==> src/rtl/vx_dispatch_sink.sv <==
// Dispatch sink for one execution unit: a FIFO of matching dispatches, a misroute
// detector, and per-warp pending-writeback counters.
module vx_dispatch_sink #(
  parameter int EX_ID       = 0,
  parameter int DEPTH       = 4,
  parameter int PEND_BITS   = 4,
  parameter int NUM_WARPS   = 4,
  parameter int NUM_THREADS = 4,
  parameter int UUID_BITS   = 16,
  parameter int XLEN        = 32,
  parameter int EX_BITS     = 3,
  parameter int OP_BITS     = 4,
  parameter int MOD_BITS    = 3,
  parameter int NR_BITS     = 5,
  localparam int NW_BITS    = (NUM_WARPS > 1) ? $clog2(NUM_WARPS) : 1,
  localparam int NT_BITS    = $clog2(NUM_THREADS + 1)
) (
  input  logic                   clk,
  input  logic                   reset,
  input  logic                   dispatch_valid,
  input  logic [UUID_BITS-1:0]   dispatch_uuid,
  input  logic [NW_BITS-1:0]     dispatch_wid,
  input  logic [NUM_THREADS-1:0] dispatch_tmask,
  input  logic [XLEN-1:0]        dispatch_PC,
  input  logic [EX_BITS-1:0]     dispatch_ex_type,
  input  logic [OP_BITS-1:0]     dispatch_op_type,
  input  logic [MOD_BITS-1:0]    dispatch_op_mod,
  input  logic                   dispatch_wb,
  input  logic                   dispatch_use_PC,
  input  logic                   dispatch_use_imm,
  input  logic [XLEN-1:0]        dispatch_imm,
  input  logic [NR_BITS-1:0]     dispatch_rd,
  output logic                   dispatch_ready,
  output logic                   exec_valid,
  input  logic                   exec_ready,
  output logic [UUID_BITS-1:0]   exec_uuid,
  output logic [NW_BITS-1:0]     exec_wid,
  output logic [NUM_THREADS-1:0] exec_tmask,
  output logic [XLEN-1:0]        exec_PC,
  output logic [OP_BITS-1:0]     exec_op_type,
  output logic [MOD_BITS-1:0]    exec_op_mod,
  output logic                   exec_wb,
  output logic                   exec_use_PC,
  output logic                   exec_use_imm,
  output logic [XLEN-1:0]        exec_imm,
  output logic [NR_BITS-1:0]     exec_rd,
  output logic [NT_BITS-1:0]     exec_nthreads,
  input  logic                   commit_valid,
  input  logic [NW_BITS-1:0]     commit_wid,
  output logic [NUM_WARPS-1:0]   pending_mask,
  output logic                   err_misroute,
  output logic                   err_underflow,
  output logic [7:0]             misroute_cnt
);

  localparam int PTR_BITS = (DEPTH > 1) ? $clog2(DEPTH) : 1;
  localparam int CNT_BITS = PTR_BITS + 1;
  localparam int ENTRY_W  = UUID_BITS + NW_BITS + NUM_THREADS + XLEN + OP_BITS + MOD_BITS
                          + 3 + XLEN + NR_BITS + NT_BITS;

  function automatic logic [NT_BITS-1:0] popcount(input logic [NUM_THREADS-1:0] mask);
    logic [NT_BITS-1:0] cnt;
    cnt = '0;
    for (int i = 0; i < NUM_THREADS; i++) begin
      cnt = cnt + NT_BITS'(mask[i]);
    end
    return cnt;
  endfunction

  logic [ENTRY_W-1:0]   mem_r [DEPTH];
  logic [ENTRY_W-1:0]   push_entry_s;
  logic [PTR_BITS-1:0]  head_r, tail_r;
  logic [CNT_BITS-1:0]  count_r;
  logic                 match_s, ready_s, push_s, pop_s, misroute_s, nonempty_s;
  logic [PEND_BITS-1:0] pend_r    [NUM_WARPS];
  logic [PEND_BITS-1:0] pend_nxt_s[NUM_WARPS];
  logic [NUM_WARPS-1:0] inc_s, dec_s, pending_mask_r;
  logic                 underflow_s;
  logic                 err_misroute_r, err_underflow_r;
  logic [7:0]           misroute_cnt_r;

  assign match_s    = (dispatch_ex_type == EX_BITS'(EX_ID));
  assign nonempty_s = (count_r != CNT_BITS'(0));

  // Acceptance: misrouted traffic is always drained, matching traffic only when not full.
  always_comb begin
    ready_s = 1'b0;
    if (reset) begin
      ready_s = 1'b0;
    end else if (!match_s) begin
      ready_s = 1'b1;
    end else begin
      ready_s = (count_r < CNT_BITS'(DEPTH));
    end
  end

  assign push_s     = dispatch_valid && ready_s && match_s;
  assign misroute_s = dispatch_valid && ready_s && !match_s;
  assign pop_s      = nonempty_s && exec_ready;

  // Thread count is computed once at enqueue so the head entry drives it straight from storage.
  assign push_entry_s = {dispatch_uuid, dispatch_wid, dispatch_tmask, dispatch_PC,
                         dispatch_op_type, dispatch_op_mod, dispatch_wb, dispatch_use_PC,
                         dispatch_use_imm, dispatch_imm, dispatch_rd, popcount(dispatch_tmask)};

  assign {exec_uuid, exec_wid, exec_tmask, exec_PC, exec_op_type, exec_op_mod, exec_wb,
          exec_use_PC, exec_use_imm, exec_imm, exec_rd, exec_nthreads} = mem_r[head_r];

  // FIFO storage write port.
  always_ff @(posedge clk) begin
    if (push_s) begin
      mem_r[tail_r] <= push_entry_s;
    end
  end

  // FIFO pointers and occupancy.
  always_ff @(posedge clk) begin
    if (reset) begin
      head_r  <= '0;
      tail_r  <= '0;
      count_r <= '0;
    end else begin
      if (push_s) tail_r <= tail_r + PTR_BITS'(1);
      if (pop_s)  head_r <= head_r + PTR_BITS'(1);
      case ({push_s, pop_s})
        2'b10:   count_r <= count_r + CNT_BITS'(1);
        2'b01:   count_r <= count_r - CNT_BITS'(1);
        default: count_r <= count_r;
      endcase
    end
  end

  // Misroute detection and saturating count.
  always_ff @(posedge clk) begin
    if (reset) begin
      err_misroute_r <= 1'b0;
      misroute_cnt_r <= 8'd0;
    end else if (misroute_s) begin
      err_misroute_r <= 1'b1;
      if (misroute_cnt_r != 8'hFF) misroute_cnt_r <= misroute_cnt_r + 8'd1;
    end
  end

  // Per-warp increment/decrement requests.
  always_comb begin
    inc_s = '0;
    dec_s = '0;
    for (int w = 0; w < NUM_WARPS; w++) begin
      inc_s[w] = push_s && dispatch_wb && (dispatch_wid == NW_BITS'(w));
      dec_s[w] = commit_valid && (commit_wid == NW_BITS'(w));
    end
  end

  // Next pending counts: saturate at max, hold at zero and flag underflow.
  always_comb begin
    underflow_s = 1'b0;
    for (int w = 0; w < NUM_WARPS; w++) begin
      pend_nxt_s[w] = pend_r[w];
      case ({inc_s[w], dec_s[w]})
        2'b10: begin
          if (pend_r[w] != {PEND_BITS{1'b1}}) pend_nxt_s[w] = pend_r[w] + PEND_BITS'(1);
          else                                pend_nxt_s[w] = pend_r[w];
        end
        2'b01: begin
          if (pend_r[w] != PEND_BITS'(0)) pend_nxt_s[w] = pend_r[w] - PEND_BITS'(1);
          else                            underflow_s   = 1'b1;
        end
        default: pend_nxt_s[w] = pend_r[w];
      endcase
    end
  end

  // Pending counters, their nonzero mask and the sticky underflow flag.
  always_ff @(posedge clk) begin
    if (reset) begin
      for (int w = 0; w < NUM_WARPS; w++) pend_r[w] <= '0;
      pending_mask_r  <= '0;
      err_underflow_r <= 1'b0;
    end else begin
      for (int w = 0; w < NUM_WARPS; w++) begin
        pend_r[w]         <= pend_nxt_s[w];
        pending_mask_r[w] <= (pend_nxt_s[w] != PEND_BITS'(0));
      end
      if (underflow_s) err_underflow_r <= 1'b1;
    end
  end

  assign dispatch_ready = ready_s;
  assign exec_valid     = nonempty_s && !reset;
  assign pending_mask   = reset ? '0 : pending_mask_r;
  assign err_misroute   = err_misroute_r;
  assign err_underflow  = err_underflow_r;
  assign misroute_cnt   = misroute_cnt_r;

endmodule
==> config.mk <==
export PLATFORM = sky130hd
export DESIGN_NAME = vx_dispatch_sink
export DESIGN_NICKNAME = d
export VERILOG_FILES = /design/src/rtl/vx_dispatch_sink.sv
export SDC_FILE = /design/constraint.sdc
export NUM_CORES = 1
export LEC_CHECK = 0
export BUFFER_PORTS_ARGS = -buffer_cell sky130_fd_sc_hd__clkbuf_2
export CAP_MARGIN = 20
export CORE_ASPECT_RATIO = 1.25
export CORE_MARGIN = 4
export CORE_UTILIZATION = 35
export DETAILED_ROUTE_END_ITERATION = 10
export PLACE_DENSITY = 0.59
export RECOVER_POWER = 100
export SLEW_MARGIN = 40
export SYNTH_ARGS = -nofsm -noshare
export SYNTH_HDL_FRONTEND = slang
export SYNTH_SLANG_ARGS = --single-unit
export TNS_END_PERCENT = 10
==> constraint.sdc <==
create_clock -name clk -period 3.75 [get_ports clk]
set_clock_uncertainty 0.05 [all_clocks]
set_input_delay 0.375 -clock clk [delete_from_list [all_inputs] [get_ports clk]]
set_output_delay 0.375 -clock clk [all_outputs]
set_load 0.02 [all_outputs]
## Word level (Yosys, flattened, before mapping)

Memories as Yosys holds them, arrays and structs flattened. A register that Yosys moved wholly into a read port is not among the register bits.
Index checks and enable logic that the tools add are counted.

- Bits of input ports: 111
- Memories: 2
- RAM bits: 432
- Bits in registers: 21
- Logic and storage cells: 116

Memories:

| memory | depth | width | rd ports | clocked after memory_dff | wr ports | line | source |
|---|---|---|---|---|---|---|---|
| mem_r | 4 | 104 | 1 | 1 | 1 | 70 | `logic [ENTRY_W-1:0] mem_r [DEPTH];` |
| pend_r | 4 | 4 | 4 | 0 | 4 | 75 | `logic [PEND_BITS-1:0] pend_r [NUM_WARPS];` |

- Bitwise logic cells: 4
- Reduce and logical (&&, ||, !) cells: 30
- Muxes and demuxes: 35
- Eq/ne operators: 21
- Add/subtract/negate cells: 16
- Order comparisons: 1

Operators by type and width:

| kind | count |
|---|---|
| $mux W4 | 13 |
| $pmux W4 S2 | 4 |
| $reduce_bool A4 Y1 | 8 |
| $eq A2 B2 Y1 const B | 9 |
| $add A4 B1 Y4 const B | 4 |
| $ne A4 B4 Y1 const B | 4 |
| $sub A4 B1 Y4 const B | 4 |
| $mux W1 | 15 |
| $eq A2 B1 Y1 const B | 7 |
| $logic_and A1 B1 Y1 | 14 |
| $add A8 B1 Y8 const B | 1 |
| $ne A8 B8 Y1 const B | 1 |
| $pmux W3 S2 | 1 |
| $add A2 B1 Y2 const B | 2 |
| $logic_not A2 Y1 | 2 |
| $mux W2 | 2 |
| $or A1 B1 Y1 | 4 |
| $add A2 B1 Y3 | 1 |
| $add A3 B1 Y3 | 1 |
| $add A3 B1 Y3 const B | 1 |
| $logic_not A3 Y1 | 1 |
| $lt A3 B3 Y1 const B | 1 |
| $reduce_bool A3 Y1 | 1 |
| $sub A3 B1 Y3 const B | 1 |
| 4 further kinds | 5 |

## Depth between registers and ports, before layout

- Word-level depth: 15
- Gate-level depth with buffers: 12
- Depth with buffers taken out: 11

## Worst setup path before layout

Ideal clock, no wire load.

- Path kind: input port to flip-flop
- Start point: in dispatch_ex_type[1]
- End point: mem mem_r[1][0] in the netlist's numbering, enable pin
- Setup time: 475 ps
- Buffers on the path: 0
- Slack: -366 ps
- Data arrival time: 3591 ps
- Stages: 3
- Path through: or3_1 -> nor3_4 -> and2_1

- Cells in the longest elaborated chain, start to end: 7

Ends and longest elaborated chain:

| item | line | source |
|---|---|---|
| start, declared | 25 | `input logic [EX_BITS-1:0] dispatch_ex_type,` |
| $logic_not A3 Y1 (*) | 82 | `assign match_s = (dispatch_ex_type == EX_BITS'(EX_ID));` |
| $mux W1 | 90 | `end else if (!match_s) begin` |
| $mux W1 | 88 | `if (reset) begin` |
| $logic_and A1 B1 Y1 | 97 | `assign push_s = dispatch_valid && ready_s && match_s;` |
| $logic_and A1 B1 Y1 (*) | 97 |  |
| $mux W1 (*) | 111 | `if (push_s) begin` |
| $mux W1 (not written as such) (*) | 112 | `mem_r[tail_r] <= push_entry_s;` |
| end, declared | 70 |  |

Every way passes the cells marked *; elsewhere a longest branch is shown, timed or not.

## Worst setup path after layout

- Start point: reg count_r[2]
- End point: mem mem_r[1][70] in the netlist's numbering, enable pin

- Cells in the longest elaborated chain, start to end: 7

Ends and longest elaborated chain:

| item | line | source |
|---|---|---|
| start, declared | 73 | `logic [CNT_BITS-1:0] count_r;` |
| start signal, assigned | 126 | `2'b10: count_r <= count_r + CNT_BITS'(1);` |
| start signal, assigned | 127 | `2'b01: count_r <= count_r - CNT_BITS'(1);` |
| start signal, assigned | 128 | `default: count_r <= count_r;` |
| $lt A3 B3 Y1 | 93 | `ready_s = (count_r < CNT_BITS'(DEPTH));` |
| $mux W1 | 90 |  |
| $mux W1 | 88 |  |
| $logic_and A1 B1 Y1 (2 in a row) | 97 |  |
| $mux W1 | 111 |  |
| $mux W1 (not written as such) | 112 |  |

Every way passes these cells.

==> results.ini <==
[sta]
normalized_max_slew_margin_pct=-17.5
fmaxAchievable_mhz=322
tightestPinTransition_ps=1760
setup_violations=0
finalHoldWorstSlack_ps=120
hold_viol_final=0
rsz_0062_raised_after_global_routing=false
final_min_period_over_clock_period_pct=82.9
finalWorstSetupSlack_ps=641
maxSlewViolCount=144
layout_min_cycle_time_ps=3110

[synth]
synth_edf_count=416
portion_of_the_post_synthesis_area_used_by_sequential_elements_pct=75.4
mapped_nets=1001
yosys_warnings=0
post_synth.cell_area_avg_um2=20.4
synth_area_leaders=sky130_fd_sc_hd__edfxtp_1 (71%), sky130_fd_sc_hd__mux4_2 (13%), sky130_fd_sc_hd__dfxtp_1 (4.4%)
synth_async_sr_flop_share_pct=0
yosysTopAreaCellShare_pct=71.0
synth_cells=864
synthMostInstantiatedCell=sky130_fd_sc_hd__edfxtp_1
synth_seq_cells=455
synthTopCellsByCount=sky130_fd_sc_hd__edfxtp_1 (416), sky130_fd_sc_hd__mux4_2 (104), sky130_fd_sc_hd__dfxtp_1 (39)
synth_area_leader_cell=sky130_fd_sc_hd__edfxtp_1
ys.flop_type=sky130_fd_sc_hd__edfxtp_1
area_of_the_mapped_netlist_um2=17600
synth.lib_cells_used.distinct=60

[min_path]
min-delay-start=dispatch_valid
hold_path_end=err_misroute
min-delay-path-class=input pin to register
hold-path-cell-count=3

[finish]
final_layout_size_suffix_gt1_share_pct=16.1
multi_input_comb_area_um2=3990
num_antenna_cells=0
net_count_of_the_finished_layout=1358
layout.cell_area.non_filler_um2=21600
area_delta_synth_final_pct=22.7
register_area_um2=13300
num-fill-cells=4448

[grt]
grt_max_usage_layer=met2
grt_antenna_before_repair=1
grt_pass1_vias=9956
grtUsageMet1_pct=17.3
grt_util_all_layers_pct=13.6
grt_util_met3_pct=3.26
grt_start_max_net_pins=67
globalRoute.totalOverflow=0
wire_length_of_the_first_global_routing_pass_um=57600
global_route.usage.met2_pct=23.4

[drt]
dr_total_vias=9264
drt-total-wl_um=37100
post_route_drc_violation_count=0
post_drt_wl_per_cell_um=19.5
antenna_violating_nets_left=0
vias_per_cell=4.87
drtPass1Iterations=4
drtIter0Drc=570

[status]
result_of_the_run=complete, but fails checks
violations=capacitance limit, slew limit

[placement]
setup_slack_after_placement_ps=457
gp_congestion=0.759
placedInstanceArea_um2=19600
dpl.hpwl_um=22600
io_buffer_count=230

[power]
vdd_drop_max_uv=299
power_leakage_uw=0.00677
report.power.total_uw=10400
power_density_of_the_placed_cells_nw_per_um2=481

[clock_network]
cts_tree=built
ctsHoldBuffers=98
skew_pair_late_insertion_delay_ps=540
post_cts_setup_repair_buffer_count=0
clock_tree.htree_level_count=2
clkSlewWorstSetupHoldPaths_ps=60
cts_sinks=455
cts_made_buffers=46
clock_tree.root_cell=sky130_fd_sc_hd__clkbuf_16
cts-resized-gates=0
cts_buffer_depth=3

[floorplanning]
core_um2=49500
floorplan.initialDensity_pct=35.5
die-height_um=259
core.rowCount=91
die_x_um=209
design.portCount=231
dieArea_um2=53900

[critical_path]
critPathMaxFanout=56
number_of_cells_traversed_by_the_worst_register_to_register_path=4
criticalPathCategory=register to register
required_time_at_the_worst_slack_endpoint_ps=3840
sort_of_element_at_the_end_of_the_critical_path=register
reg2reg_slack_ps=640
crit_path_start_kind=register
cp.arrival_ps=3200
reg2reg_from=count_r[2]
regToRegEndpoint=mem_r[1][70]

[flow_run]
max-cap-violations=3

==> logic make-up (layout without fill, tap and decap cells) <==
| logic type | Yosys count | after routing | share of synthesized area, % |
|---|---|---|---|
| adders and majority gates | 26 | 26 | 1.93 |
| muxes | 113 | 113 | 13.9 |
| AOI/OAI and AO/OA | 61 | 61 | 2.50 |
| DFF | 455 | 455 | 75.4 |
| and+or+nand+nor | 127 | 127 | 3.96 |
| buffers and inverters | 72 | 459 | 1.78 |
| xor gates and xnor gates | 10 | 10 | 0.498 |
==> through the flow <==
step	cells	util, %	TNS [ps]
2_1_floorplan	864	-	-114000
3_3_place_gp	1726	39.6	0
3_5_place_dp	1726	39.6	0
4_1_cts	1902	44.4	0
5_1_grt	1902	43.6	0
6_report	1902	43.6	0
==> metal layers <==
| metal | up-vias | wire length [µm] |
|---|---|---|
| met1 | 4711 | 15100 |
| met2 | 257 | 18900 |
| met3 | 57 | 2250 |
| met4 | 2 | 847 |
| li1 | 4237 | - |
| met5 | - | 13 |
==> worst max-delay path, stage by stage, from the launching register on <==
cell and delay (ps):
sky130_fd_sc_hd__dfxtp_1 340, sky130_fd_sc_hd__nor3_1 440, sky130_fd_sc_hd__clkbuf_1 420, sky130_fd_sc_hd__and2_0 210, sky130_fd_sc_hd__buf_2 1200
==> worst max-delay path by stage <==
| stage | startpoint | endpoint | slack, ps | cells after the start |
|---|---|---|---|---|
| 3_5_place_dp | dispatch_ex_type[1] | pending_mask_r[0] | 460 | 10 |
| 3_3_place_gp | dispatch_ex_type[1] | pending_mask_r[0] | 510 | 10 |
| 5_1_grt | count_r[2] | mem_r[2][9] | 380 | 4 |
| 6_report | count_r[2] | mem_r[1][70] | 640 | 4 |
| 4_1_cts | register | exec_PC[19] | 780 | 3 |
| 2_1_floorplan | dispatch_ex_type[1] | mem_r[3][0] | -370 | 3 |
==> flip-flops by register name, indices dropped and copies added, names as in the netlist, 2 cells and up, named ones only <==
signal,cells
head_r,2
misroute_cnt,8
tail_r,2
mem_r,416
count_r,3
pending_mask_r,4
pend_r,16
==> cell type report <==
class                           instances  share of cell area (%)
Clock buffer                           62                    5.80
Clock inverter                         16                   0.620
Inverter                               36                   0.626
Multi-Input combinational cell        337                    18.5
Sequential cell                       455                    61.5
Tap cell                              651                    3.77
Timing Repair Buffer                  345                    9.18
==> where the power goes <==
group          internal, µW  switching, µW  total [µW]
clock network          2470           1800        4270
logic                   240            297         536
registers              5560           24.0        5590
==> layout by cell type (no fill, tap or decap), drive strengths merged, types with 7 or more instances in the layout <==
cell / count
clkinv: 12
clkbuf: 304
a31oi: 7
nor2b: 10
inv: 38
nor3: 12
o21ai: 8
nand3: 10
nand2: 19
dlygate4sd3: 98
mux4: 104
a21oi: 14
dfxtp: 39
nor2: 35
edfxtp: 416
and2: 7
ha: 24
(Power assumes the default switching activity.)
